### config.mk
export PLATFORM = sky130hd
export DESIGN_NAME = imm_gen_pipe
export DESIGN_NICKNAME = d
export VERILOG_FILES = /design/src/rtl/imm_gen_pipe.sv
export SDC_FILE = /design/constraint.sdc
export NUM_CORES = 1
export LEC_CHECK = 0
export CAP_MARGIN = 20
export CORE_AREA = 2 2 138 140
export CTS_CLUSTER_DIAMETER = 80
export DETAILED_ROUTE_END_ITERATION = 12
export DIE_AREA = 0 0 140 142
export GPL_TIMING_DRIVEN = 0
export SYNTH_ARGS = -nofsm -noshare
export SYNTH_HDL_FRONTEND = slang
export SYNTH_SLANG_ARGS = --single-unit
### constraint.sdc
create_clock -name clk -period 1.75 [get_ports clk]
set_clock_uncertainty 0.2 [all_clocks]
set_input_delay 0.35 -clock clk [delete_from_list [all_inputs] [get_ports clk]]
set_output_delay 0.35 -clock clk [all_outputs]
set_load 0.01 [all_outputs]
### src/rtl/imm_gen_pipe.sv
// RV32I immediate generator: format decode, XLEN sign-extension, CSR zimm, illegal-opcode flag.
// One-cycle latency; valid/ready with a one-entry skid behind the output register, in_ready = !skid_valid.
module imm_gen_pipe #(
   parameter int XLEN        = 32,
   parameter int TAG_W       = 32,
   parameter int ENABLE_ZIMM = 1
) (
   input  logic             clk,
   input  logic             rst_n,
   input  logic             in_valid,
   output logic             in_ready,
   input  logic [31:0]      in_instr,
   input  logic [TAG_W-1:0] in_tag,
   output logic             out_valid,
   input  logic             out_ready,
   output logic [XLEN-1:0]  out_imm,
   output logic [2:0]       out_fmt,
   output logic             out_illegal,
   output logic [TAG_W-1:0] out_tag
);

   localparam logic [6:0] OP_IMM   = 7'b0010011;
   localparam logic [6:0] OP_LOAD  = 7'b0000011;
   localparam logic [6:0] OP_JALR  = 7'b1100111;
   localparam logic [6:0] OP_SYS   = 7'b1110011;
   localparam logic [6:0] OP_STORE = 7'b0100011;
   localparam logic [6:0] OP_BR    = 7'b1100011;
   localparam logic [6:0] OP_LUI   = 7'b0110111;
   localparam logic [6:0] OP_AUIPC = 7'b0010111;
   localparam logic [6:0] OP_JAL   = 7'b1101111;
   localparam logic [6:0] OP_REG   = 7'b0110011;
   localparam logic [6:0] OP_FENCE = 7'b0001111;

   localparam logic [2:0] FMT_R   = 3'd0;
   localparam logic [2:0] FMT_I   = 3'd1;
   localparam logic [2:0] FMT_S   = 3'd2;
   localparam logic [2:0] FMT_B   = 3'd3;
   localparam logic [2:0] FMT_U   = 3'd4;
   localparam logic [2:0] FMT_J   = 3'd5;
   localparam logic [2:0] FMT_Z   = 3'd6;
   localparam logic [2:0] FMT_ILL = 3'd7;

   typedef struct packed {
      logic [XLEN-1:0]  imm;
      logic [2:0]       fmt;
      logic             illegal;
      logic [TAG_W-1:0] tag;
   } res_t;

   res_t              dec_res;
   logic signed [31:0] imm32;
   logic [2:0]        fmt;
   logic              illegal;

   res_t out_q, out_d;
   res_t skid_q, skid_d;
   logic out_vld_q, out_vld_d;
   logic skid_vld_q, skid_vld_d;

   logic accept;
   logic out_free;

   // imm32 is the 32-bit sign-extended immediate; zimm has bit 31 clear so widening is uniform.
   always_comb begin
      imm32   = '0;
      fmt     = FMT_ILL;
      illegal = 1'b0;
      case (in_instr[6:0])
         OP_IMM, OP_LOAD, OP_JALR: begin
            fmt   = FMT_I;
            imm32 = {{20{in_instr[31]}}, in_instr[31:20]};
         end
         OP_SYS: begin
            if ((ENABLE_ZIMM != 0) && in_instr[14]) begin
               fmt   = FMT_Z;
               imm32 = {27'b0, in_instr[19:15]};
            end else begin
               fmt   = FMT_I;
               imm32 = {{20{in_instr[31]}}, in_instr[31:20]};
            end
         end
         OP_STORE: begin
            fmt   = FMT_S;
            imm32 = {{20{in_instr[31]}}, in_instr[31:25], in_instr[11:7]};
         end
         OP_BR: begin
            fmt   = FMT_B;
            imm32 = {{19{in_instr[31]}}, in_instr[31], in_instr[7],
                     in_instr[30:25], in_instr[11:8], 1'b0};
         end
         OP_LUI, OP_AUIPC: begin
            fmt   = FMT_U;
            imm32 = {in_instr[31:12], 12'b0};
         end
         OP_JAL: begin
            fmt   = FMT_J;
            imm32 = {{11{in_instr[31]}}, in_instr[31], in_instr[19:12],
                     in_instr[20], in_instr[30:21], 1'b0};
         end
         OP_REG, OP_FENCE: begin
            fmt   = FMT_R;
         end
         default: begin
            fmt     = FMT_ILL;
            illegal = 1'b1;
         end
      endcase
   end

   always_comb begin
      dec_res         = '0;
      dec_res.imm     = XLEN'(imm32);
      dec_res.fmt     = fmt;
      dec_res.illegal = illegal;
      dec_res.tag     = in_tag;
   end

   assign in_ready = ~skid_vld_q;
   assign accept   = in_valid & in_ready;
   assign out_free = ~out_vld_q | out_ready;

   // Skid drains first so ordering stays FIFO; a stalled output diverts the accept into the skid.
   always_comb begin
      out_d      = out_q;
      out_vld_d  = out_vld_q;
      skid_d     = skid_q;
      skid_vld_d = skid_vld_q;
      if (out_free) begin
         if (skid_vld_q) begin
            out_d      = skid_q;
            out_vld_d  = 1'b1;
            skid_vld_d = accept;
            if (accept) begin
               skid_d = dec_res;
            end
         end else if (accept) begin
            out_d     = dec_res;
            out_vld_d = 1'b1;
         end else begin
            out_vld_d = 1'b0;
         end
      end else if (accept) begin
         skid_d     = dec_res;
         skid_vld_d = 1'b1;
      end
   end

   always_ff @(posedge clk or negedge rst_n) begin
      if (!rst_n) begin
         out_q      <= '0;
         out_vld_q  <= 1'b0;
         skid_q     <= '0;
         skid_vld_q <= 1'b0;
      end else begin
         out_q      <= out_d;
         out_vld_q  <= out_vld_d;
         skid_q     <= skid_d;
         skid_vld_q <= skid_vld_d;
      end
   end

   assign out_valid   = out_vld_q;
   assign out_imm     = out_q.imm;
   assign out_fmt     = out_q.fmt;
   assign out_illegal = out_q.illegal;
   assign out_tag     = out_q.tag;

endmodule
==> PnR_summary.wiki <==
{| class="wikitable"
! Metric !! Value
|-
| Max transition margin || a little under three fifths
|-
| Share of synthesized flip-flops with an asynchronous set or reset || 100%
|-
| Port buffer count || 134
|-
| Worst setup margin || -0.136 ns
|-
| Dominant cell type by area after synthesis || sky130_fd_sc_hd__dfrtp_1
|-
| Post-synthesis cell count || 685
|-
| Run status || finished, violations left
|-
| Number of diodes added for antenna fixing || 0
|-
| FF+latch count, synth || approximately 140
|-
| Die extent in y || approximately 140 um
|-
| Setup-violating endpoint count in the final report || 1
|-
| Clk root buf || sky130_fd_sc_hd__clkbuf_16
|-
| Clock sink total || 138
|-
| Area used by multi-input combinational logic || 2900 um^2
|-
| Number of global-route vias before repair || 5,393
|-
| Placeable core area || 18,500 um^2
|-
| Number of max-slew violations in the final report || 0
|-
| First DRT Iteration DRCs || 402
|-
| R2R cell count || 7
|-
| Arrival time reported for the critical path endpoint || 1.34 ns
|-
| Clock insertion delay at the later pin of the skew report || 0.42 ns
|-
| Top-Level Pins || between 100 and 150
|-
| Dominant synthesized flop cell || sky130_fd_sc_hd__dfrtp_1
|-
| Largest buffer count on any clock path || 2
|-
| Pwr Density || 1070 nW/um^2
|-
| Total detailed-routing wirelength || 19,400 um
|-
| Maximum VDD drop || 710 uV
|-
| Clock tree from TritonCTS || yes
|-
| Fraction of final layout cells sized beyond drive strength 1 || 18.4%
|-
| EDFF count, synth || 0
|-
| Overall overflow remaining after global route || 0
|-
| Largest net degree at the start of global routing || 77
|-
| Synthesis-to-finish area growth || 45.3%
|-
| Ranking of synthesized cells by area || sky130_fd_sc_hd__dfrtp_1 54%, sky130_fd_sc_hd__nand2_1 12%, sky130_fd_sc_hd__mux2i_1 5.0%
|-
| Total DRC errors in the routed layout || 4
|-
| Final worst path period need || approximately 1.9 ns
|-
| DIE AREA || 19,900 um^2
|-
| Final worst path period share || 108%
|-
| Mapped cell area || 6360 um^2
|-
| Category of the critical setup timing path || flip-flop to primary output
|-
| Remaining number of nets flagged by the antenna check after routing || 0
|-
| Area taken by flip-flops and latches || 3450 um^2
|-
| Vias per inst || 5.07
|-
| Fraction of the yosys area taken by sequential cells || 54.3%
|-
| Worst hold path stage count || 2
|-
| Initial antenna violation count || 0
|-
| Total power consumption of the routed design || slightly below 10,000 uW
|-
| Worst hold path type || flip-flop to flip-flop
|-
| Area of all placed cells without fillers || 9240 um^2
|-
| Kind of capture point of the worst setup path || primary output
|-
| Placed inst area || 8060 um^2
|-
| Maximum Capacitance Violations || 0
|-
| Horizontal extent of the die || ~140 um
|-
| H-tree levels || 4
|-
| Starting density of the core || 34.5%
|-
| Crit-path max FO || 7
|-
| Count of distinct cell types in the synthesized netlist || 53
|-
| Global placer's final weighted congestion || 0.885
|-
| Maximum frequency from static timing analysis || 530 MHz
|-
| Clock buffer count from CTS || 17
|-
| Nets || 940
|-
| YS warnings || 0
|-
| Worst Tran Pin Value || 0.672 ns
|-
| Net count of the mapped netlist || around 750
|-
| Data required time of the critical path || 1.20 ns
|-
| Mean routed wirelength per cell || approximately 17 um
|-
| Placement row count || 50
|-
| Hold violation total from the final report || 0
|-
| Placed wire-length estimate || between 10,000 and 15,000 um
|-
| Final core utilization || about half
|-
| Leak || 0.00437 uW
|-
| Fill cell total of the finished layout || 1,717
|-
| Synth top area share || 54.3%
|-
| Global Route Usage Sum || about 20%
|-
| Unrepaired setup endpoints after global routing || true
|-
| Global-route wire length before repair || 30,300 um
|-
| 1st-pass router iterations || 9
|-
| DR vias || between 5,000 and 6,000
|-
| Post-CTS clock slew at the launch and capture registers of the worst setup and hold paths || 0.06 ns
|-
| Launching element type of the critical path || flip-flop
|-
| Violated checks || DRC, setup timing
|-
| Mean cell area of the mapped netlist || 9.29 um^2
|}
[where the power goes]
group          internal [uW]  switching [uW]
clock                   2530            1380
sequential              3730             284
combinational            926            1060
total                   7190            2720
[area by class of cell]
class,instances,area share [%]
clock buffers,21,5.20
flip-flops and latches,138,37.4
well taps,234,3.17
multi-input cells,500,31.3
repair buffers,166,16.6
plain buffers,47,4.32
inverters,2,0.217
clock inverters,10,1.77
[kinds of logic (layout without fill, tap and decap cells)]
| logic type | Yosys count | after routing | synth area share [%] |
|---|---|---|---|
| AOI/OAI and AO/OA | 157 | 158 | 15.5 |
| buffers and inverters | 49 | 246 | 3.64 |
| DFF | 138 | 138 | 54.3 |
| muxes | 32 | 32 | 5.03 |
| and+or+nand+nor | 309 | 310 | 21.5 |
[cell usage after synthesis (2+ instances only)]
master	n
sky130_fd_sc_hd__a211oi_1	6
sky130_fd_sc_hd__a211oi_2	2
sky130_fd_sc_hd__a21o_1	11
sky130_fd_sc_hd__a21oi_1	19
sky130_fd_sc_hd__a221o_1	6
sky130_fd_sc_hd__a31oi_1	20
sky130_fd_sc_hd__and2_1	2
sky130_fd_sc_hd__and3_1	13
sky130_fd_sc_hd__and4b_1	2
sky130_fd_sc_hd__buf_1	2
sky130_fd_sc_hd__buf_2	14
sky130_fd_sc_hd__buf_4	4
sky130_fd_sc_hd__buf_6	2
sky130_fd_sc_hd__clkbuf_1	25
sky130_fd_sc_hd__dfrtp_1	138
sky130_fd_sc_hd__mux2i_1	32
sky130_fd_sc_hd__nand2_1	196
sky130_fd_sc_hd__nand3_1	14
sky130_fd_sc_hd__nand4_1	2
sky130_fd_sc_hd__nor2_1	45
sky130_fd_sc_hd__nor2b_1	2
sky130_fd_sc_hd__nor3_1	10
sky130_fd_sc_hd__nor3b_1	13
sky130_fd_sc_hd__o21ai_0	62
sky130_fd_sc_hd__o21ai_1	12
sky130_fd_sc_hd__o22ai_1	4
[stage by stage]
step           hold WS [ns]  cells  setup TNS [ns]  worst slack [ns]
2_1_floorplan        -0.146    685               0          0.000317
3_3_place_gp          0.243   1053         -887.59             -5.65
3_5_place_dp          0.190   1054         -109.06            -0.902
4_1_cts               0.240   1102          -0.244            -0.160
5_1_grt               0.283   1118          -0.347            -0.169
6_report              0.262   1118          -0.136            -0.136
[layer usage]
metal / share of wire (%) / GRT usage [%] / vias to the layer above
met1: 45 / 27.6 / 2736
met3: 5.3 / 3.73 / 30
met4: 1.7 / 6.80 / 0
met2: 48 / 31.2 / 166
met5: 0 / 0 / -
li1: - / - / 2739
[state kept, by name, summed over array words and instances, names as in the netlist]
name / flops
skid_q: 68
out_imm: 32
out_tag: 32
out_fmt: 3
out_illegal: 1
out_valid: 1
skid_vld_q: 1
[worst max-delay path, stage by stage (launching register included)]
cell and delay (ns):
sky130_fd_sc_hd__dfrtp_1 0.33, sky130_fd_sc_hd__buf_6 0.15, sky130_fd_sc_hd__clkinv_8 0.06, sky130_fd_sc_hd__buf_8 0.12, sky130_fd_sc_hd__clkbuf_16 0.15, sky130_fd_sc_hd__buf_6 0.12
[path summary, 6_finish.rpt]
kind	startpoint	endpoint	slack, ns
setup / recovery	skid_vld_q	in_ready	-0.14
hold / removal	skid_q[42]	skid_q[42]	0.26
setup reg to reg	skid_vld_q	out_imm[17]	0.01
hold reg to reg	skid_q[42]	skid_q[42]	0.26
max in group asynchronous	rst_n	out_valid	0.24
min in group asynchronous	rst_n	out_imm[18]	0.30
[placed cells by master, fill, tap and decap left out, types with 7 or more instances in the layout]
| cell | Yosys | final |
|---|---|---|
| sky130_fd_sc_hd__a21o_1 | 11 | 11 |
| sky130_fd_sc_hd__nor3b_1 | 13 | 7 |
| sky130_fd_sc_hd__a21oi_1 | 19 | 15 |
| sky130_fd_sc_hd__dlygate4sd2_1 | 0 | 72 |
| sky130_fd_sc_hd__nand2_1 | 196 | 193 |
| sky130_fd_sc_hd__o21ai_1 | 12 | 12 |
| sky130_fd_sc_hd__o21ai_0 | 62 | 59 |
| sky130_fd_sc_hd__clkdlybuf4s50_1 | 0 | 56 |
| sky130_fd_sc_hd__and3_1 | 13 | 12 |
| sky130_fd_sc_hd__nor2_1 | 45 | 42 |
| sky130_fd_sc_hd__buf_6 | 2 | 14 |
| sky130_fd_sc_hd__clkbuf_2 | 0 | 10 |
| sky130_fd_sc_hd__buf_2 | 14 | 7 |
| sky130_fd_sc_hd__a31oi_1 | 20 | 20 |
| sky130_fd_sc_hd__dfrtp_1 | 138 | 137 |
| sky130_fd_sc_hd__nor3_1 | 10 | 10 |
| sky130_fd_sc_hd__mux2i_1 | 32 | 32 |
| sky130_fd_sc_hd__clkbuf_16 | 0 | 19 |
| sky130_fd_sc_hd__nand3_1 | 14 | 13 |
| sky130_fd_sc_hd__buf_4 | 4 | 37 |
[what timing repair did]
item,4_1_cts,5_1_grt
setup buffers,13,14
resized for setup,165,52
setup endpoints to repair,206,136
gates cloned,3,2
endpoints found under the hold margin,62,0
pin swaps,6,10
hold buffers,1,0
Power figures use the tool's default switching activity.
